File: config.mk
export PLATFORM = sky130hd
export DESIGN_NAME = seg7_scan_controller
export DESIGN_NICKNAME = d
export VERILOG_FILES = /design/src/rtl/seg7_scan_controller.sv
export SDC_FILE = /design/constraint.sdc
export NUM_CORES = 1
export LEC_CHECK = 0
export BUFFER_PORTS_ARGS = -buffer_cell sky130_fd_sc_hd__clkbuf_2
export CAP_MARGIN = 25
export CORE_MARGIN = 5
export CORE_UTILIZATION = 34
export DETAILED_ROUTE_END_ITERATION = 10
export PLACE_DENSITY = 0.52
export SYNTH_ARGS = -nofsm -noshare
export SYNTH_HDL_FRONTEND = slang
export SYNTH_SLANG_ARGS = --single-unit
File: constraint.sdc
create_clock -name clk -period 5.7 [get_ports clk]
set_clock_uncertainty 0.1 [all_clocks]
set_input_delay 1.14 -clock clk [delete_from_list [all_inputs] [get_ports clk]]
set_output_delay 1.14 -clock clk [all_outputs]
set_load 0.01 [all_outputs]
File: src/rtl/seg7_scan_controller.sv
// Time-multiplexed scan controller for an 8-digit common-anode 7-segment display.
// Latency: registered outputs; AN/SEG/DP change in the first cycle of each new BLANK/DRIVE state.
// Backpressure: none; load_i is a 1-cycle request acknowledged by load_ack_o at the next frame boundary.
//
// Ports:
//   clk, rst_n      - single clock, synchronous active-low reset
//   digits_i        - 8 hex nibbles, nibble i drives digit i
//   enable_i, dp_i  - per-digit show / decimal-point masks
//   load_i          - stage digits_i/enable_i/dp_i; latest request wins
//   load_ack_o      - pulses when staged data is committed to the shadow registers
//   frame_o         - pulses in the cycle the digit index wraps 7->0
//   SEG, DP, AN     - active-low segment {g,f,e,d,c,b,a}, decimal point and anode pins
//   digit_idx_o     - digit currently owning the slot
// Optional build macro: SEG7_LZB_EN enables leading-zero blanking.
module seg7_scan_controller #(
  parameter int DIGIT_CYCLES = 100000,
  parameter int BLANK_CYCLES = 1000
) (
  input  logic        clk,
  input  logic        rst_n,
  input  logic [31:0] digits_i,
  input  logic [7:0]  enable_i,
  input  logic [7:0]  dp_i,
  input  logic        load_i,
  output logic        load_ack_o,
  output logic        frame_o,
  output logic [6:0]  SEG,
  output logic        DP,
  output logic [7:0]  AN,
  output logic [2:0]  digit_idx_o
);

  localparam int MAXC = (DIGIT_CYCLES > BLANK_CYCLES) ? DIGIT_CYCLES : BLANK_CYCLES;
  localparam int CW   = (MAXC > 1) ? $clog2(MAXC) : 1;
  localparam logic [CW-1:0] DIGIT_LAST = CW'(DIGIT_CYCLES - 1);
  localparam logic [CW-1:0] BLANK_LAST = CW'(BLANK_CYCLES - 1);

  typedef enum logic {
    BLANK = 1'b0,
    DRIVE = 1'b1
  } state_t;

  state_t        state, state_nxt;
  logic [CW-1:0] cnt, cnt_nxt;
  logic [2:0]    idx, idx_nxt;
  logic          wrap;

  logic [31:0] shadow_dig, stage_dig;
  logic [7:0]  shadow_en, stage_en;
  logic [7:0]  shadow_dp, stage_dp;
  logic        pending;

  logic [7:0]  lz_blank;
  logic [3:0]  nib;
  logic        show;
  logic [6:0]  seg_nxt;
  logic        dp_nxt;
  logic [7:0]  an_nxt;

  function automatic logic [6:0] hex7(input logic [3:0] n);
    case (n)
      4'h0: hex7 = 7'h40;
      4'h1: hex7 = 7'h79;
      4'h2: hex7 = 7'h24;
      4'h3: hex7 = 7'h30;
      4'h4: hex7 = 7'h19;
      4'h5: hex7 = 7'h12;
      4'h6: hex7 = 7'h02;
      4'h7: hex7 = 7'h78;
      4'h8: hex7 = 7'h00;
      4'h9: hex7 = 7'h10;
      4'hA: hex7 = 7'h08;
      4'hB: hex7 = 7'h03;
      4'hC: hex7 = 7'h46;
      4'hD: hex7 = 7'h21;
      4'hE: hex7 = 7'h06;
      default: hex7 = 7'h0E;
    endcase
  endfunction

  // State register
  always_ff @(posedge clk) begin
    if (!rst_n) begin
      state <= BLANK;
      cnt   <= '0;
      idx   <= '0;
    end else begin
      state <= state_nxt;
      cnt   <= cnt_nxt;
      idx   <= idx_nxt;
    end
  end

  // Next-state logic; counter restarts at every state change
  always_comb begin
    state_nxt = state;
    cnt_nxt   = cnt + 1'b1;
    idx_nxt   = idx;
    wrap      = 1'b0;
    case (state)
      BLANK: begin
        if (cnt == BLANK_LAST) begin
          state_nxt = DRIVE;
          cnt_nxt   = '0;
        end
      end
      DRIVE: begin
        if (cnt == DIGIT_LAST) begin
          state_nxt = BLANK;
          cnt_nxt   = '0;
          idx_nxt   = idx + 3'd1;
          wrap      = (idx == 3'd7);
        end
      end
      default: begin
        state_nxt = BLANK;
        cnt_nxt   = '0;
      end
    endcase
  end

`ifdef SEG7_LZB_EN
  // Digit i (i>0) is dark when it and every more-significant nibble are zero.
  always_comb begin
    logic run;
    run      = 1'b1;
    lz_blank = '0;
    for (int i = 7; i >= 0; i--) begin
      run         = run & (shadow_dig[4*i +: 4] == 4'h0);
      lz_blank[i] = run;
    end
    lz_blank[0] = 1'b0;
  end
`else
  assign lz_blank = '0;
`endif

  // Output values for the state being entered. idx only moves on DRIVE->BLANK,
  // so the current idx is the right digit whenever the next state is DRIVE.
  always_comb begin
    nib     = shadow_dig[{idx, 2'b00} +: 4];
    show    = (state_nxt == DRIVE) && shadow_en[idx] && !lz_blank[idx];
    seg_nxt = 7'h7F;
    dp_nxt  = 1'b1;
    an_nxt  = 8'hFF;
    if (show) begin
      seg_nxt = hex7(nib);
      dp_nxt  = ~shadow_dp[idx];
      an_nxt  = ~(8'h01 << idx);
    end
  end

  always_ff @(posedge clk) begin
    if (!rst_n) begin
      SEG <= 7'h7F;
      DP  <= 1'b1;
      AN  <= 8'hFF;
    end else begin
      SEG <= seg_nxt;
      DP  <= dp_nxt;
      AN  <= an_nxt;
    end
  end

  assign digit_idx_o = idx;

  // Load handshake. At a wrap the shadow takes the staging contents as they
  // were before this edge, so a load sampled on the wrap edge waits a frame.
  always_ff @(posedge clk) begin
    if (!rst_n) begin
      shadow_dig <= '0;
      shadow_en  <= '0;
      shadow_dp  <= '0;
      stage_dig  <= '0;
      stage_en   <= '0;
      stage_dp   <= '0;
      pending    <= 1'b0;
      load_ack_o <= 1'b0;
      frame_o    <= 1'b0;
    end else begin
      frame_o    <= wrap;
      load_ack_o <= wrap & pending;
      if (wrap && pending) begin
        shadow_dig <= stage_dig;
        shadow_en  <= stage_en;
        shadow_dp  <= stage_dp;
      end
      if (load_i) begin
        stage_dig <= digits_i;
        stage_en  <= enable_i;
        stage_dp  <= dp_i;
      end
      pending <= load_i | (pending & ~wrap);
    end
  end

endmodule

# After elaboration in Yosys (flattened, before gate mapping)
# Memories as Yosys holds them, arrays and structs flattened. A register that Yosys moved wholly into a read port is not among the register bits.
# Index checks and enable logic that the tools add are counted.
# W data, S select, Z words.
[totals]
register_bits = 129
output_inout_bits = 21
inputBits = 51
memories = 2
word_cells = 53
rom_bits = 120
[op_classes]
bitwise = 7
addsub = 2
muxes = 15
magnitude_cmp = 1
n_eq_ne = 3
n_shift = 2
n_reduce_logical = 7
[memory_table]
columns = ["memory", "words", "word_bits", "rd", "rd_ports_with_merged_regs", "write_ports", "line_no", "text"]
rows = [
  ["(name not given)", 16, 7, 1, 1, 0, "61", "case (n)"],
  ["(name not given)", 8, 1, 1, 1, 0, "142", "show = (state_nxt == DRIVE) && shadow_en[idx] && !lz_blank[idx];"],
]
[ops]
columns = ["operator", "count"]
rows = [
  ["$mux W17", 2],
  ["$pmux W17 S2", 1],
  ["$shiftx A32 B6 Y4", 1],
  ["$add A17 B1 Y17 const B", 1],
  ["$eq A17 B10 Y1 const B", 1],
  ["$eq A17 B17 Y1 const B", 1],
  ["$not A8 Y8", 1],
  ["$shl A1 B3 Y8 const A", 1],
  ["$mux W1", 7],
  ["$bmux W1 S3", 2],
  ["$mux W3", 2],
  ["$lt A3 B4 Y1 const B", 1],
  ["$reduce_and A2 Y1", 2],
  ["$add A3 B1 Y3 const B", 1],
  ["$eq A3 B3 Y1 const B", 1],
  ["$logic_and A1 B1 Y1", 3],
  ["$not A1 Y1", 3],
  ["$and A1 B1 Y1", 2],
  ["$logic_not A1 Y1", 2],
  ["$pmux W1 S2", 1],
  ["$or A1 B1 Y1", 1],
]

# Longest topological paths before layout
[depth]
word_depth = 7
depth_mapped = 10
depth_no_buf = 8

# Least setup slack after synthesis
# Ideal clock, no wire load.
[synth_timing]
kind = "reg-to-reg"
startpoint = "register idx[0] (netlist: digit_idx_o[0])"
endpoint = "register SEG[3]"
arrival_time_ns = 2.602
required_time_ns = 5.468
period_less_slack_ns = 2.834
stages_incl_launch_ff = 10
slack_ns = 2.866
setup_time_ns = 0.132
n_path_buf = 2
path_cell_list = "dfxtp_1 -> buf_2 -> buf_2 -> mux4_2 -> mux2i_1 -> inv_1 -> ha_1 -> mux2_2 -> mux2i_1 -> nand2_1"
[synth_via]
elab_chain_cells = 6
elab_cells_between_ends = 7
classes_between = "shift (1); mux (2); reduce/logical (4)"
[synth_rtl]
columns = ["item", "line_no", "text"]
rows = [
  ["start: declaration", "45", "logic [2:0] idx, idx_nxt;"],
  ["start signal: assignment", "90", "idx <= idx_nxt;"],
  ["$bmux W1 S3", "142", ""],
  ["$mux W1 (not written as such)", "142", ""],
  ["$logic_and A1 B1 Y1 (2 in a row)", "142", ""],
  ["$reduce_and A2 Y1 (no source line)", "n/a", ""],
  ["$logic_not A1 Y1 (no source line)", "n/a", ""],
  ["end: declaration", "27", "output logic [6:0] SEG,"],
]
# Several ways; a longest one is shown, not always the timed one. The select of a mux whose other input is x is not followed.
# A chain may end at the register's enable or synchronous reset.

# Final worst setup path
[layout_timing]
startpoint = "register idx[1] (netlist: digit_idx_o[1])"
endpoint = "register shadow_dig[20]"
[layout_via]
elab_chain_cells = 4
[layout_rtl]
columns = ["item", "line_no", "text"]
rows = [
  ["$eq A3 B3 Y1", "112", "wrap = (idx == 3'd7);"],
  ["$mux W1", "108", "if (cnt == DIGIT_LAST) begin"],
  ["$mux W1", "100", "case (state)"],
  ["$logic_and A1 B1 Y1", "183", "if (wrap && pending) begin"],
  ["end signal: assignment", "184", "shadow_dig <= stage_dig;"],
  ["end: declaration", "48", "logic [31:0] shadow_dig, stage_dig;"],
]
# No other way between the ends.

==> results.py <==
metrics = {
    "status": {
        "run_status": "finished, final reports clean",
    },
    "yosys": {
        "synth_top_area_share_pct": 47.7,
        "ys_types": 38,
        "yosysTopAreaCell": "dfxtp_1",
        "cell_area_after_synthesis_um2": 5710,
        "synth.top_cells.by_area": "dfxtp_1 48%, mux2i_1 18%, nor2b_1 11%",
        "postSynthCellCount": 518,
        "synth_edf_count": 0,
        "postSynthRegisterBits": 136,
        "async_sr_flop_fraction_pct": 0,
        "yosys.cell_count.top_type": "dfxtp_1",
        "synth_ff_type": "dfxtp_1",
        "synth-seq-area-share_pct": 47.7,
        "synth.cells.most_frequent": "136 x dfxtp_1, 105 x mux2i_1, 100 x nor2b_1",
        "synth_area_per_cell_um2": 11.0,
        "ys.warnings.count": 0,
        "net_count_of_the_mapped_netlist": 582,
    },
    "min_path": {
        "whs_path_depth": 1,
        "min_path_type": "reg -> reg",
    },
    "routing": {
        "drtPass1Iterations": 4,
        "viasPerCell": 4.49,
        "ant_nets": 0,
        "drcViolationCount": 0,
        "drt_iter0_drc": 118,
        "wl_per_cell_um": 13.9,
        "postRouteWirelength_um": 11400,
        "dr_total_vias": 3664,
    },
    "clock_network": {
        "cts_num_sinks": 136,
        "tritoncts_clock_tree": "built",
        "clk_pin_slew_ns": 0.06,
        "clk-insertion-delay-late_ns": 0.41,
        "cts-buffers-inserted": 17,
        "post_cts.resized_instances": 0,
        "cts-hold-fix-buffers": 0,
        "clk_path_buf_depth": 2,
        "post-cts-setup-buffers": 0,
        "clk_root_buffer_cell": "clkbuf_16",
        "clock_tree.htree_level_count": 4,
    },
    "critical_path": {
        "timing_worst_setup_path_type": "reg -> reg",
        "worstRegToRegCells": 7,
        "setup.reg_to_reg.worst_slack_ns": 2.55,
        "worstPathRequired_ns": 5.90,
        "setup.worst_path.end_class": "register",
        "arrival_time_at_the_worst_endpoint_ns": 3.35,
        "critPathMaxFanout": 40,
        "critPathLaunchType": "register",
    },
    "sta": {
        "final.setup.worst_slack_ns": 2.55,
        "maxClockFrequency_mhz": 317,
        "layout_worst_path_cycle_share_pct": 55.3,
        "hold_viol": 0,
        "setup_viol": 0,
        "final_report_max_slew_violation_count": 0,
        "period_needed_ns": 3.15,
        "rsz_0062_raised_after_global_routing": "no",
        "worst_pin_slew_ns": 0.895,
        "slew_headroom_pct": 38.6,
        "accumulated_negative_setup_slack_ns": 0,
    },
    "grt": {
        "grt_antenna_before_repair": 0,
        "globalRoute.totalOverflow": 0,
        "grt_use_total_pct": 12.2,
        "grt_max_degree": 104,
        "grt_pass1_vias": 3694,
        "grt_pass1_wl_um": 19000,
    },
    "placement": {
        "place.port_buffers": 71,
        "place.detailed.hpwl_um": 7850,
        "place_congestion": 0.747,
        "preCtsSetupSlack_ns": 2.32,
    },
    "die": {
        "starting_density_of_the_core_pct": 34.5,
        "floorplan.rows": 47,
        "core_um2": 16500,
        "floorplan.die_area_um2": 19500,
        "die-height_um": 140,
        "boundaryPins": 72,
        "die-width_um": 140,
    },
    "layout": {
        "areaGrowthSynthToFinish_pct": 20.2,
        "diodes": 0,
        "post_route_cells_drive_above_1_share_pct": 21.5,
        "nets": 647,
        "postLayoutCoreUtil_pct": 41.5,
    },
    "run": {
        "maxcap_viol_count": 0,
    },
    "power": {
        "worst_ir_drop_vdd_mv": 0.216,
        "report.power.total_uw": 2180,
        "p_per_area_nw_per_um2": 318,
        "leakagePower_uw": 0.00312,
    },
}
routing by layer:
| metal | up-vias | global-route usage, % | part of all wire (%) |
|---|---|---|---|
| met5 | - | 0 | 0 |
| met4 | 0 | 4.13 | 1.3 |
| met3 | 13 | 4.43 | 4.4 |
| met2 | 66 | 18.3 | 44 |
| met1 | 1691 | 16.3 | 50 |
| li1 | 1894 | - | - |
layout by cell type, fill, tap and decap left out, drive strengths merged:
master	n
dfxtp	136
mux2i	106
nor2b	100
clkbuf	90
nand2	26
nor2	21
ha	13
mux4	12
inv	10
xor2	9
nand4	7
nand3	7
xnor2	7
and2	5
nor3	5
and3	5
buf	5
clkinvlp	4
clkinv	4
a22oi	3
bufinv	3
a21oi	2
mux2	2
or4	2
nor4	2
o21ai	2
o211ai	2
or3	1
a22o	1
a21bo	1
a211oi	1
o311ai	1
and4	1
sequential cells by signal, summed over array words and instances, names as in the netlist:
register,flops
pending,1
SEG,7
DP,1
shadow_en,8
stage_en,8
AN,8
shadow_dig,32
cnt,17
load_ack_o,1
stage_dp,8
digit_idx_o,3
stage_dig,32
frame_o,1
state,1
shadow_dp,8
cell type report:
class / count / area (um^2)
multi-input combinational: 344 / 2820
timing repair buffer: 75 / 405
inverter: 9 / 33.8
tap: 220 / 275
sequential: 136 / 2720
clock buffer: 20 / 457
fill: 1584 / 9670
clock inverter: 12 / 149
final timing paths:
path	from	endpoint
setup / recovery	digit_idx_o[1]	shadow_dig[20]
hold / removal	cnt[0]	cnt[0]
setup reg to reg	digit_idx_o[1]	shadow_dig[20]
hold reg to reg	cnt[0]	cnt[0]
power breakdown:
| part | switching, uW | leakage (uW) | internal (uW) |
|---|---|---|---|
| clock | 403 | 0.000288 | 708 |
| combinational | 37.1 | 0.00173 | 46.5 |
| sequential | 14.4 | 0.00111 | 974 |
| total | 455 | 0.00312 | 1730 |
metrics by stage:
step,cells,instance area (um^2),hold slack [ns]
5_1_grt,816,6860,0.362
3_5_place_dp,783,6220,0.336
2_1_floorplan,518,5710,0.318
4_1_cts,815,6830,0.348
6_report,816,6860,0.341
3_3_place_gp,783,6220,0.330
critical path: stages (launching register included):
cell	delay (ns)
dfxtp_1	0.84
ha_1	0.31
ha_1	0.23
and2_1	0.14
nand4_1	0.50
buf_4	0.56
mux2i_1	0.25
nor2b_1	0.07
kinds of logic (layout without fill, tap and decap cells):
logic type | Yosys count | count (layout) | synth area share, %
AO/OA/AOI/OAI | 13 | 13 | 1.93
buffers and inverters | 38 | 116 | 2.94
multiplexers | 120 | 120 | 23.9
adder cells (fa/ha/maj) | 13 | 13 | 2.85
XOR/XNOR | 16 | 16 | 2.46
AND/OR/NAND/NOR | 182 | 182 | 18.2
flip-flops | 136 | 136 | 47.7
No activity file was read; power rests on OpenSTA's default activity.
